$ cat config.mk
export PLATFORM = sky130hd
export DESIGN_NAME = max_tree_calc
export DESIGN_NICKNAME = d
export VERILOG_FILES = /design/src/rtl/max_tree_pkg.sv /design/src/rtl/max_tree_node.sv /design/src/rtl/max_tree_calc.sv
export SDC_FILE = /design/constraint.sdc
export NUM_CORES = 1
export LEC_CHECK = 0
export CORE_AREA = 10 10 177 179
export DETAILED_ROUTE_END_ITERATION = 10
export DIE_AREA = 0 0 187 189
export PLACE_DENSITY = 0.59
export SLEW_MARGIN = 20
export SYNTH_ARGS = -nofsm -noshare
export SYNTH_HDL_FRONTEND = slang
export SYNTH_SLANG_ARGS = --single-unit
$ cat constraint.sdc
create_clock -name aclk -period 3.5 [get_ports aclk]
set_clock_uncertainty 0.15 [all_clocks]
set_input_delay 0.875 -clock aclk [delete_from_list [all_inputs] [get_ports aclk]]
set_output_delay 0.875 -clock aclk [all_outputs]
set_load 0.01 [all_outputs]
$ cat src/rtl/max_tree_pkg.sv
// max_tree_calc shared constants and helpers.
// Holds the max* correction LUT, clog2 and the saturation helpers.
package max_tree_pkg;

  localparam int WW      = 33;

  localparam int CORR_T0 = 2;
  localparam int CORR_T1 = 4;
  localparam int CORR_T2 = 8;

  localparam int CORR_V0 = 3;
  localparam int CORR_V1 = 2;
  localparam int CORR_V2 = 1;
  localparam int CORR_V3 = 0;

  function automatic int clog2(input int n);
    int r;
    r = 0;
    while ((1 << r) < n) r++;
    return r;
  endfunction

  function automatic logic signed [WW-1:0] sat_hi(input int w);
    return (33'sd1 <<< (w - 1)) - 33'sd1;
  endfunction

  function automatic logic signed [WW-1:0] sat_lo(input int w);
    return -(33'sd1 <<< (w - 1));
  endfunction

  function automatic logic signed [WW-1:0] sat_clip(
    input logic signed [WW-1:0] v,
    input int                   w
  );
    if (v > sat_hi(w)) return sat_hi(w);
    if (v < sat_lo(w)) return sat_lo(w);
    return v;
  endfunction

  function automatic logic sat_hit(
    input logic signed [WW-1:0] v,
    input int                   w
  );
    return (v > sat_hi(w)) || (v < sat_lo(w));
  endfunction

  function automatic logic signed [WW-1:0] corr_lut(
    input logic signed [WW-1:0] d
  );
    if (d < CORR_T0) return 33'(CORR_V0);
    if (d < CORR_T1) return 33'(CORR_V1);
    if (d < CORR_T2) return 33'(CORR_V2);
    return 33'(CORR_V3);
  endfunction

endpackage

$ cat src/rtl/max_tree_node.sv
// One compare node of the max tree: larger value wins, ties to x.
// With MAX_TREE_CALC_MAXSTAR_EN the result gets the max* correction.
module max_tree_node
  import max_tree_pkg::*;
#(
  parameter int DWIDTH = 16,
  parameter int IW     = 2
) (
  input  logic signed [DWIDTH-1:0] x_val,
  input  logic        [IW-1:0]     x_idx,
  input  logic signed [DWIDTH-1:0] y_val,
  input  logic        [IW-1:0]     y_idx,
  output logic signed [DWIDTH-1:0] o_val,
  output logic        [IW-1:0]     o_idx,
  output logic                     o_sat
);

  logic                     y_win;
  logic signed [DWIDTH-1:0] mx;

  // select the larger operand; x holds the lower pair indices
  always_comb begin
    y_win = (y_val > x_val);
    mx    = y_win ? y_val : x_val;
    o_idx = y_win ? y_idx : x_idx;
  end

`ifdef MAX_TREE_CALC_MAXSTAR_EN
  logic signed [WW-1:0] diff;
  logic signed [WW-1:0] sum;

  // add the LUT correction and clamp at the positive limit
  always_comb begin
    diff  = y_win ? (33'(y_val) - 33'(x_val))
                  : (33'(x_val) - 33'(y_val));
    sum   = 33'(mx) + corr_lut(diff);
    o_val = DWIDTH'(sat_clip(sum, DWIDTH));
    o_sat = sat_hit(sum, DWIDTH);
  end
`else
  // plain max, never saturates
  always_comb begin
    o_val = mx;
    o_sat = 1'b0;
  end
`endif

endmodule

$ cat src/rtl/max_tree_calc.sv
// Pipelined signed max (or max*) over NUM_PAIRS saturated sums.
// Optional max* correction: define MAX_TREE_CALC_MAXSTAR_EN.
module max_tree_calc
  import max_tree_pkg::*;
#(
  parameter int                   DWIDTH    = 16,
  parameter int                   NUM_PAIRS = 4,
  parameter logic [NUM_PAIRS-1:0] OPP_MASK  = '0
) (
  input  logic                                aclk,
  input  logic                                aresetn,
  input  logic                                s_valid,
  output logic                                s_ready,
  input  logic [NUM_PAIRS*DWIDTH-1:0]         i_arg_a,
  input  logic [NUM_PAIRS*DWIDTH-1:0]         i_arg_b,
  output logic                                m_valid,
  input  logic                                m_ready,
  output logic [DWIDTH-1:0]                   o_max,
  output logic [clog2(NUM_PAIRS)-1:0]         o_max_idx,
  output logic                                o_sat,
  input  logic                                i_sat_clr
);

  localparam int L  = clog2(NUM_PAIRS);
  localparam int IW = L;
  localparam int NN = 2 * NUM_PAIRS - 1;
  localparam int NI = NUM_PAIRS - 1;

  logic signed [DWIDTH-1:0] val_q [NN];
  logic signed [DWIDTH-1:0] val_d [NN];
  logic        [IW-1:0]     idx_q [NN];
  logic        [IW-1:0]     idx_d [NN];
  logic        [L:0]        vld_q;
  logic        [L:0]        vld_d;
  logic                     sat_q;
  logic                     sat_d;

  logic signed [WW-1:0]     ws    [NUM_PAIRS];
  logic signed [DWIDTH-1:0] r_val [NUM_PAIRS];
  logic                     r_sat [NUM_PAIRS];

  logic signed [DWIDTH-1:0] nval  [NI];
  logic        [IW-1:0]     nidx  [NI];
  logic                     nsat  [NI];
  logic                     nlive [NI];

  logic adv;
  logic sat_s0;
  logic sat_nd;

  assign adv       = !vld_q[L] || m_ready;
  assign s_ready   = adv;
  assign m_valid   = vld_q[L];
  assign o_max     = val_q[0];
  assign o_max_idx = idx_q[0];
  assign o_sat     = sat_q;

  // stage 0: per-pair add/sub at full width, then saturate
  always_comb begin
    for (int i = 0; i < NUM_PAIRS; i++) begin
      if (OPP_MASK[i]) begin
        ws[i] = 33'($signed(i_arg_a[i*DWIDTH +: DWIDTH]))
              - 33'($signed(i_arg_b[i*DWIDTH +: DWIDTH]));
      end else begin
        ws[i] = 33'($signed(i_arg_a[i*DWIDTH +: DWIDTH]))
              + 33'($signed(i_arg_b[i*DWIDTH +: DWIDTH]));
      end
      r_val[i] = DWIDTH'(sat_clip(ws[i], DWIDTH));
      r_sat[i] = sat_hit(ws[i], DWIDTH);
    end
  end

  // heap-ordered tree: node k reads children 2k+1 and 2k+2
  for (genvar lv = 1; lv <= L; lv++) begin : g_lvl
    for (genvar j = 0; j < (NUM_PAIRS >> lv); j++) begin : g_node
      localparam int K = (NUM_PAIRS >> lv) - 1 + j;
      max_tree_node #(
        .DWIDTH (DWIDTH),
        .IW     (IW)
      ) u_node (
        .x_val (val_q[2*K+1]),
        .x_idx (idx_q[2*K+1]),
        .y_val (val_q[2*K+2]),
        .y_idx (idx_q[2*K+2]),
        .o_val (nval[K]),
        .o_idx (nidx[K]),
        .o_sat (nsat[K])
      );
      assign nlive[K] = vld_q[lv-1];
    end
  end

  // next state: whole pipeline moves together when adv
  always_comb begin
    val_d  = val_q;
    idx_d  = idx_q;
    vld_d  = vld_q;
    sat_s0 = 1'b0;
    sat_nd = 1'b0;
    for (int i = 0; i < NUM_PAIRS; i++) begin
      sat_s0 = sat_s0 | r_sat[i];
    end
    for (int k = 0; k < NI; k++) begin
      sat_nd = sat_nd | (nsat[k] & nlive[k]);
    end
    if (adv) begin
      vld_d[0] = s_valid;
      for (int l = 1; l <= L; l++) begin
        vld_d[l] = vld_q[l-1];
      end
      for (int i = 0; i < NUM_PAIRS; i++) begin
        val_d[NI+i] = r_val[i];
        idx_d[NI+i] = IW'(i);
      end
      for (int k = 0; k < NI; k++) begin
        val_d[k] = nval[k];
        idx_d[k] = nidx[k];
      end
    end
    sat_d = (sat_q && !i_sat_clr)
         || (adv && s_valid && sat_s0)
         || (adv && sat_nd);
  end

  // state registers with synchronous active-low reset
  always_ff @(posedge aclk) begin
    if (!aresetn) begin
      for (int n = 0; n < NN; n++) begin
        val_q[n] <= '0;
        idx_q[n] <= '0;
      end
      vld_q <= '0;
      sat_q <= 1'b0;
    end else begin
      val_q <= val_d;
      idx_q <= idx_d;
      vld_q <= vld_d;
      sat_q <= sat_d;
    end
  end

endmodule

==> results.toml <==
[status]
outcome = "finished clean"

[job]
maxCapViolCount = 0

[yosys]
netlist_area_sq_um = 9300
ys.flop_type = "dfxtp_1"
synth_top_cell_by_area = "dfxtp_1"
synth_edf_count = 0
synth_warnings = 0
syn_avg_cell_area_sq_um = 8.36
synthArstFlopShare_pct = 0
synth_top_area_share_pct = 26.3
synthCells = 1112
synth_nets = 1361
synth_seq_cells = 122
synth_cell_types = 70
ys_seq_area_share_pct = 26.3
synthTopCellsByArea = "dfxtp_1 (26%), ha_1 (15%), a21oi_1 (8.4%), o21ai_0 (6.5%), mux2i_1 (3.6%)"

[worst_setup_path]
crit_fanout = 15
cp_data_arrival_time_ns = 3.61
crit_required_ns = 3.66
rr_worst_depth = 12
r2r_start = "val_q[89]"
start_kind = "input pin"
endpoint = "val_q[24]"
end_kind = "flop"
reg2reg_setup_slack_ns = 0.55
crit_type = "input pin to flop"
crit_start = "i_arg_a[32]"
worst_r2r_endpoint = "o_max[11]"

[clocking]
insertion_delay_ns = 0.42
htree_levels = 4
cts_made_buffers = 17
cts_tree = "done"
worst_setup_hold_path_clk_slew_ns = 0.05
clkSinkCount = 122
cts_max_path_buffers = 2
root_buffer = "clkbuf_16"

[timing]
final-hold-violation-count = 0
worstMarginPinSlew_ns = 0.956
setup_viol = 0
fmax_mhz = 290
finalWorstSetupSlack_ns = 0.0553
slew_viol_final = 0
timing.final.crit_period_ns = 3.44
fin_crit_sh_pct = 98.4
rsz0062_at_grt = "true"
slew_headroom_pct = 36.3
whs_ns = 0.308

[floorplan]
die_h_microns = 189
io-pin-count = 154
dieArea_sq_um = 35300
num_rows = 61
core_sq_um = 27600
fp.dieW_microns = 187
initial_core_util_pct = 33.7

[layout]
multiInputGateArea_sq_um = 6560
seq_area_sq_um = 2440
num-nets-final = 1609
syn_to_final_growth_pct = 40.2
finalNonFillerCells = 1750
drive_above_1_share_pct = 17.9
fillCellCount = 2705
n_antenna_cell = 0

[placement]
port_buffers = 153
gp_congestion = 0.828
dp_cells = 1702
place_hpwl_microns = 20400
place_ws_ns = -0.449

[pwr]
ir_drop_mv = 0.337
power_density_nw_per_um2 = 520
power.leakage_nw = 5.50

[route]
dr.first_iter.drc_count = 536
drc = 0
drt-total-wl_microns = 26900
ant_nets = 0
routedWlPerCell_microns = 15.4
vias_per_cell = 5.07
drt_first_pass_iters = 5
dr_total_vias = 8870

[worst_hold_path]
hold_class = "flop to flop"
whs_path_depth = 2

[grt]
grt_max_degree = 170
grt_use_total_pct = 14.3
grt_pass1_vias = 8462
antenna_found_initial = 0
grt_pass1_wl_microns = 42900
grt.overflow.total = 0
layout make-up:
class,count,area share [%]
multi-input cells,858,50.3
repair buffers,287,20.4
flip-flops and latches,122,18.7
clock buffers,23,3.82
well taps,378,3.63
inverters,74,2.15
clock inverters,8,0.883
worst min-delay path by stage:
stage,start,end,slack [ns]
after floorplan,vld_q[1],vld_q[1],0.28
after global placement,idx_q[9],idx_q[9],0.29
after detailed placement,vld_q[0],vld_q[0],0.30
after CTS,vld_q[0],vld_q[0],0.31
after global routing,vld_q[0],vld_q[0],0.33
final,vld_q[0],vld_q[0],0.31
sequential cells by signal, summed over array words and instances, names as in the netlist:
register	cells
o_sat	1
idx_q	4
o_max_idx	2
val_q	96
o_max	16
vld_q	3
repair_timing:
item | CTS | global route
buffers inserted | 0 | 14
hold buffers | 0 | 0
gates resized for setup | 0 | 60
hold endpoints to repair | 0 | 0
endpoints found under the setup margin | 0 | 46
cells by family (layout without fill, tap and decap cells):
| family | count (synthesis) | after routing | share of synthesized area (%) |
|---|---|---|---|
| adders and majority gates | 139 | 139 | 18.4 |
| and+or+nand+nor | 178 | 178 | 9.20 |
| AOI/OAI and AO/OA | 454 | 454 | 31.5 |
| buffers and inverters | 132 | 392 | 5.71 |
| muxes | 33 | 33 | 3.55 |
| xor gates and xnor gates | 54 | 54 | 5.33 |
| DFF | 122 | 122 | 26.3 |
power breakdown:
| group | switching (W) | internal, W |
|---|---|---|
| combinational | 0.00151 | 0.00154 |
| sequential | 0.000225 | 0.00169 |
| clock | 0.000610 | 0.00120 |
| total | 0.00235 | 0.00443 |
synth_stat cells, types with 13 or more instances:
library cell	count
a21o_1	26
a21oi_1	156
a221oi_1	14
a311oi_1	18
clkbuf_1	42
dfxtp_1	122
ha_1	112
inv_1	72
maj3_1	20
mux2i_1	33
nand2_1	36
nor2_1	52
nor2b_1	13
nor3_1	30
o21a_1	15
o21ai_0	121
o21ai_1	30
xnor2_1	35
xor2_1	16
placed cells by master (no fill, tap or decap), types with 32 or more instances in the layout:
master and count:
clkdlybuf4s50_1 149, xnor2_1 32, nor2_1 52, a21oi_1 151
dfxtp_1 122, buf_4 120, mux2i_1 33, ha_1 109
nand2_1 36, inv_1 69, o21ai_0 118
layer usage:
metal	track usage, %	routed length, microns	share of wire, %	up-vias
met3	2.65	935	3.5	14
met2	24.4	13300	49	159
met4	2.92	191	0.71	0
met1	18.5	12500	46	4088
met5	0	0	0	-
li1	-	-	-	4609
through the flow:
step           utilization [%]  total power, W  area [sq um]  TNS [ns]
2_1_floorplan                -         0.00380          9300         0
3_3_place_gp              43.5         0.00481         12000    -16.98
3_5_place_dp              43.5         0.00485         12000    -18.94
4_1_cts                   45.7         0.00669         12600         0
5_1_grt                   47.2         0.00725         13000    -0.474
6_report                  47.2         0.00678         13000         0
worst max-delay path: stages:
cell,delay (ns)
clkdlybuf4s50_1,0.46
ha_2,0.18
inv_2,0.04
fa_2,0.34
nor2b_2,0.13
o31a_1,0.17
o2111ai_2,0.17
nand2_1,0.13
and2_4,0.17
o31ai_4,0.06
a31oi_4,0.29
buf_12,0.19
a21oi_1,0.07
a221oi_1,0.32
No activity file was read; power rests on OpenSTA's default activity.
